--- config.mk ---
export PLATFORM = sky130hd
export DESIGN_NAME = mem_arbiter
export DESIGN_NICKNAME = d
export VERILOG_FILES = /design/src/rtl/mem_arbiter.sv
export SDC_FILE = /design/constraint.sdc
export NUM_CORES = 1
export LEC_CHECK = 0
export CORE_AREA = 3 3 106 108
export CTS_BUF_LIST = sky130_fd_sc_hd__clkbuf_16
export CTS_CLUSTER_SIZE = 20
export DETAILED_ROUTE_END_ITERATION = 12
export DIE_AREA = 0 0 109 111
export PLACE_DENSITY_LB_ADDON = 0.12
export SLEW_MARGIN = 5
export SYNTH_ARGS = -nofsm -noshare
export SYNTH_HDL_FRONTEND = slang
export SYNTH_SLANG_ARGS = --single-unit
--- constraint.sdc ---
create_clock -name clk -period 2.65 [get_ports clk]
set_input_delay 0.53 -clock clk [delete_from_list [all_inputs] [get_ports clk]]
set_output_delay 0.53 -clock clk [all_outputs]
set_load 0.005 [all_outputs]
--- src/rtl/mem_arbiter.sv ---
// ---------------------------------------------------------------------------
// mem_arbiter
// Shares one single-outstanding memory port between the instruction-fetch
// port (if_*) and the load/store port (dm_*). Data requests normally win;
// a starvation counter forces a fetch grant after STARVE_LIMIT consecutive
// data grants taken while a fetch was waiting. A fetch cancelled by if_kill
// while in flight still completes on the memory side, but its response is
// swallowed.
//
// Ports
//   clk, rst                    clock, synchronous active-high reset
//   if_req/if_addr/if_kill      fetch request, address, cancel
//   if_rvalid/if_rdata/if_stall fetch response pulse, data, stall
//   dm_req/dm_we/dm_addr/
//   dm_wdata/dm_be              load/store request fields
//   dm_rvalid/dm_rdata/dm_stall load data or store ack, data, stall
//   mem_req/mem_we/mem_addr/
//   mem_wdata/mem_be            memory request (combinational from winner)
//   mem_ready                   memory accepts when mem_req && mem_ready
//   mem_rvalid/mem_rdata        memory response
// ---------------------------------------------------------------------------
module mem_arbiter #(
    parameter int ADDR_WIDTH   = 32,
    parameter int DATA_WIDTH   = 32,
    parameter int STARVE_LIMIT = 4
) (
    input  logic                    clk,
    input  logic                    rst,
    input  logic                    if_req,
    input  logic [ADDR_WIDTH-1:0]   if_addr,
    input  logic                    if_kill,
    output logic                    if_rvalid,
    output logic [DATA_WIDTH-1:0]   if_rdata,
    output logic                    if_stall,
    input  logic                    dm_req,
    input  logic                    dm_we,
    input  logic [ADDR_WIDTH-1:0]   dm_addr,
    input  logic [DATA_WIDTH-1:0]   dm_wdata,
    input  logic [DATA_WIDTH/8-1:0] dm_be,
    output logic                    dm_rvalid,
    output logic [DATA_WIDTH-1:0]   dm_rdata,
    output logic                    dm_stall,
    output logic                    mem_req,
    input  logic                    mem_ready,
    output logic                    mem_we,
    output logic [ADDR_WIDTH-1:0]   mem_addr,
    output logic [DATA_WIDTH-1:0]   mem_wdata,
    output logic [DATA_WIDTH/8-1:0] mem_be,
    input  logic                    mem_rvalid,
    input  logic [DATA_WIDTH-1:0]   mem_rdata
);

    localparam int CNT_WIDTH = $clog2(STARVE_LIMIT + 1);
    localparam logic [CNT_WIDTH-1:0] STARVE_MAX = CNT_WIDTH'(STARVE_LIMIT);

    typedef enum logic [1:0] {
        ST_IDLE   = 2'd0,
        ST_WAIT_I = 2'd1,
        ST_WAIT_D = 2'd2
    } state_t;

    state_t               r_state;
    logic [CNT_WIDTH-1:0] r_starve_cnt;
    logic                 r_drop;
    logic                 r_dm_we;

    logic w_if_cand;
    logic w_grant_i;
    logic w_grant_d;
    logic w_accept;
    logic w_if_rvalid;
    logic w_dm_rvalid;

    // Arbitration: data first, unless the fetch has been starved long enough.
    always_comb begin
        w_if_cand = if_req && !if_kill;
        w_grant_i = 1'b0;
        w_grant_d = 1'b0;
        if (r_state == ST_IDLE) begin
            if (w_if_cand && (r_starve_cnt == STARVE_MAX)) begin
                w_grant_i = 1'b1;
            end else if (dm_req) begin
                w_grant_d = 1'b1;
            end else if (w_if_cand) begin
                w_grant_i = 1'b1;
            end else begin
                w_grant_i = 1'b0;
            end
        end else begin
            w_grant_d = 1'b0;
        end
        w_accept = (w_grant_i || w_grant_d) && mem_ready;
        // A kill arriving in the response cycle also suppresses delivery.
        w_if_rvalid = (r_state == ST_WAIT_I) && mem_rvalid && !r_drop && !if_kill;
        w_dm_rvalid = (r_state == ST_WAIT_D) && mem_rvalid;
    end

    // Output drive: request fields from the winner, responses passed through
    // with zero added latency; everything is held at 0 while rst is high.
    always_comb begin
        mem_req   = 1'b0;
        mem_we    = 1'b0;
        mem_addr  = '0;
        mem_wdata = '0;
        mem_be    = '0;
        if_rvalid = 1'b0;
        if_rdata  = '0;
        if_stall  = 1'b0;
        dm_rvalid = 1'b0;
        dm_rdata  = '0;
        dm_stall  = 1'b0;
        if (!rst) begin
            if (w_grant_d) begin
                mem_req   = 1'b1;
                mem_we    = dm_we;
                mem_addr  = dm_addr;
                mem_wdata = dm_wdata;
                mem_be    = dm_be;
            end else if (w_grant_i) begin
                mem_req   = 1'b1;
                mem_addr  = if_addr;
                mem_be    = '1;
            end else begin
                mem_req   = 1'b0;
            end
            if_rvalid = w_if_rvalid;
            if_rdata  = w_if_rvalid ? mem_rdata : '0;
            if_stall  = if_req && !w_if_rvalid;
            dm_rvalid = w_dm_rvalid;
            dm_rdata  = (w_dm_rvalid && !r_dm_we) ? mem_rdata : '0;
            dm_stall  = dm_req && !w_dm_rvalid;
        end else begin
            mem_req   = 1'b0;
        end
    end

    // FSM, starvation counter, drop flag and latched store/load kind.
    always_ff @(posedge clk) begin
        if (rst) begin
            r_state      <= ST_IDLE;
            r_starve_cnt <= '0;
            r_drop       <= 1'b0;
            r_dm_we      <= 1'b0;
        end else begin
            case (r_state)
                ST_IDLE: begin
                    r_drop <= 1'b0;
                    if (w_accept && w_grant_d) begin
                        r_state <= ST_WAIT_D;
                        r_dm_we <= dm_we;
                        if (w_if_cand && (r_starve_cnt != STARVE_MAX)) begin
                            r_starve_cnt <= r_starve_cnt + CNT_WIDTH'(1);
                        end else begin
                            r_starve_cnt <= r_starve_cnt;
                        end
                    end else if (w_accept && w_grant_i) begin
                        r_state      <= ST_WAIT_I;
                        r_starve_cnt <= '0;
                        // A fetch only wins without if_kill, so this normally
                        // loads 0; it keeps the accept-cycle kill rule local.
                        r_drop       <= if_kill;
                    end else begin
                        r_state <= ST_IDLE;
                    end
                end
                ST_WAIT_I: begin
                    if (mem_rvalid) begin
                        r_state <= ST_IDLE;
                        r_drop  <= 1'b0;
                    end else if (if_kill) begin
                        r_drop <= 1'b1;
                    end else begin
                        r_drop <= r_drop;
                    end
                end
                ST_WAIT_D: begin
                    if (mem_rvalid) begin
                        r_state <= ST_IDLE;
                    end else begin
                        r_state <= ST_WAIT_D;
                    end
                end
                default: begin
                    r_state <= ST_IDLE;
                    r_drop  <= 1'b0;
                end
            endcase
        end
    end

endmodule

==> run_results.csv <==
group,metric,value,unit
critical_path,critPathKind,"reg2out",
yosys,avgSynthCellArea,7.36,um^2
cts,cts_buffer_depth,2,
placement,placed_cell_area,0.00532,mm^2
floorplanning,core,0.0103,mm^2
yosys,synth_warnings,0,
placement,place_congestion,0.824,
drt,vias,3432,
final_layout,drive_gt1_frac,0.197,
critical_path,crit_fanout,16,
pwr,internal_power,784,uW
cts,clkLatencyLatePin,0.24,ns
yosys,synth.distinct_cells,42,
drt,vias_per_cell,4.64,
placement,post-place-cells,699,
critical_path,critPathSlowestCell,"clkdlybuf4s50_1",
pwr,power.leakage,3.31,nW
yosys,syn-instance-count,289,
final_layout,synthToLayoutAreaGrowth,178,%
pwr,power_density,186,mW/mm^2
sta,slew_headroom,0.810,
yosys,syn-cell-area,0.00213,mm^2
final_layout,layout.cells.non_filler,739,
pwr,netSwitchingFraction,0.288,
critical_path,worstSetupStartpointType,"flop",
cts,clk_pin_slew,0.04,ns
grt,grt_pass1_vias,3652,
drt,drc,0,
sta,fin_tns_setup,0,ns
final_layout,final_area,0.00592,mm^2
drt,wire_per_inst,17.9,um
sta,hold_violations,0,
critical_path,required,2.12,ns
final_layout,fin_util,0.574,
sta,fin_skew,0.000582,ns
cts,root_buffer,"clkbuf_16",
grt,grt_overflow,0,
cts,cts_buffers,3,
sta,slew_violations,0,
sta,fmax,384,MHz
critical_path,cp_cell_sequence,"buf_4 -> nand3b_1 -> nor3_4 -> buf_6 -> buf_16 -> and2_1 -> clkdlybuf4s50_1",
drt,wirelength,13.2,mm
floorplanning,dieWidth,109,um
pwr,power_frac_clock,0.237,
yosys,synth-main-ff-cell,"dfxtp_1",
yosys,synth_seq_area_share,0.0658,
floorplanning,fp.dieArea,0.0121,mm^2
drt,final_antenna_net_count,0,
cts,cts_sinks,7,
placement,io_buffer_count,277,
min_path,hp-class,"reg2reg",
yosys,synth_fp_nets,431,
sta,min_period,2.61,ns
cts,hold_buffers,0,
sta,worst_pin_slew,0.285,ns
pwr,combPwrFrac,0.662,
critical_path,arrival,2.08,ns
run_status,status,"finished clean",
grt,grt_pass1_wl,19.8,mm
grt,grt_usage,0.207,
flow_run,cap_violations,0,
floorplanning,num_rows,37,
yosys,async_flop_share,0,
critical_path,cp_slowest_stage_delay,0.50,ns
placement,hpwl,9.62,mm
grt,grt_max_degree,48,
cts,cts.htree.levels,1,
sta,rsz0062_at_grt,"yes",
floorplanning,start_util,0.206,
drt,drt-initial-drc-count,135,
pwr,peakVddDrop,0.170,mV
yosys,ys_ff_latch,7,
grt,antenna_found_initial,0,
pwr,sequentialPowerShare,0.101,
floorplanning,die_h,111,um
pwr,p_switching,318,uW
cts,cts_tree,"done",
yosys,synth-edff-count,0,
final_layout,n_antenna_cell,0,
sta,period_share,0.983,
critical_path,worstSetupEndpointType,"primary output",
final_layout,nets,746,
floorplanning,num_io_pins,278,
drt,drtPass1Iterations,4,
sta,setup_viol,0,
pwr,totalPowerFinal,1.10,mW
[cell families (layout without fill, tap and decap cells)]
kind of cell               count (synthesis)  after routing  share of synthesized area
DFF                                        7              7                     0.0658
and+or+nand+nor                          126            126                      0.392
adders and majority gates                  2              2                     0.0118
AOI/OAI and AO/OA                         81             81                      0.289
muxes                                     31             31                      0.146
buffers and inverters                     42            356                     0.0958
[layout by cell type (no fill, tap or decap), types with 2 or more instances in the layout]
cell type        instances
dfxtp_1                  4
bufbuf_16                4
clkdlybuf4s50_1        147
nand4b_1                 2
dfxtp_2                  3
a21oi_1                  2
mux2i_1                 30
clkbuf_2                 3
dlygate4sd2_1           66
inv_1                    2
and2_1                  96
nor2_1                   4
and2_4                   2
dlymetal6s2s_1          40
buf_2                   20
buf_16                   7
buf_4                   38
nand4_1                  3
clkbuf_16                3
buf_12                  15
inv_2                    3
o211ai_1                64
buf_6                    7
o21a_1                   4
nand3b_1                 2
nor3_4                   3
[area by class of cell]
class / instances / area [um^2]
Fill cell: 962 / 4400
Inverter: 4 / 15.0
Clock buffer: 3 / 75.1
Sequential cell: 7 / 144
Multi-Input combinational cell: 240 / 1850
Timing Repair Buffer: 348 / 3660
Tap cell: 136 / 170
Clock inverter: 1 / 3.75
[repair_timing]
item	4_1_cts	5_1_grt
pin swaps	6	4
resized for setup	170	54
cloned	11	0
setup buffers	20	5
setup endpoints to repair	136	90
[stage by stage]
stage | setup slack [ns] | hold slack (ns)
finish | 0.0447 | 0.477
global route | -0.00250 | 0.500
CTS | -0.0255 | 0.451
detailed placement | -0.360 | 0.481
global placement | -0.347 | 0.468
floorplan | 0.590 | 0.447
[path summary, 6_finish.rpt]
kind | from | to | slack, ns | depth (start not counted)
max | r_state[0]$_SDFFE_PP0N_ | dm_rdata[29] | 0.04 | 7
min | r_state[0]$_SDFFE_PP0N_ | r_state[1]$_SDFFE_PP0N_ | 0.48 | 1
max reg2reg | r_starve_cnt[0]$_SDFFE_PP0P_ | r_starve_cnt[2]$_SDFFE_PP0P_ | 1.14 | 5
min reg2reg | r_state[0]$_SDFFE_PP0N_ | r_state[1]$_SDFFE_PP0N_ | 0.48 | 1
[power groups by stage]
stage	clock network (mW)	registers, mW	logic [mW]
after floorplan	0	0.111	0.205
after global placement	0	0.112	0.660
after detailed placement	0	0.112	0.666
after CTS	0.266	0.111	0.737
after global routing	0.270	0.111	0.782
final	0.261	0.111	0.730
[layer usage]
layer | part of all wire | vias to the layer above | GRT usage
met2 | 0.53 | 174 | 0.412
met4 | 0.012 | 0 | 0.0429
li1 | - | 1693 | -
met5 | 0 | - | 0
met3 | 0.10 | 11 | 0.0530
met1 | 0.35 | 1554 | 0.209
[cell usage after synthesis (all sizes together) (3+ instances only)]
library cell  count  area, um^2
and2             98         613
buf              14        98.8
clkbuf           24        90.1
dfxtp             7         140
inv               4        15.0
mux2i            31         310
nand4             3        18.8
nor2              4        15.0
nor3              3        31.3
o211ai           64         480
o21a              5        37.5
[flip-flops by register name, summed over array words and instances (netlist names)]
signal / cells
r_dm_we: 1
r_drop: 1
r_starve_cnt: 3
r_state: 2
[worst max-delay path, delay by kind of cell (launching register included)]
family	cells	cell delay [ns]
AND/OR/NAND/NOR	3	0.56
flip-flops	1	0.34
buffers and inverters	4	0.93
No activity file was read; power rests on OpenSTA's default activity.
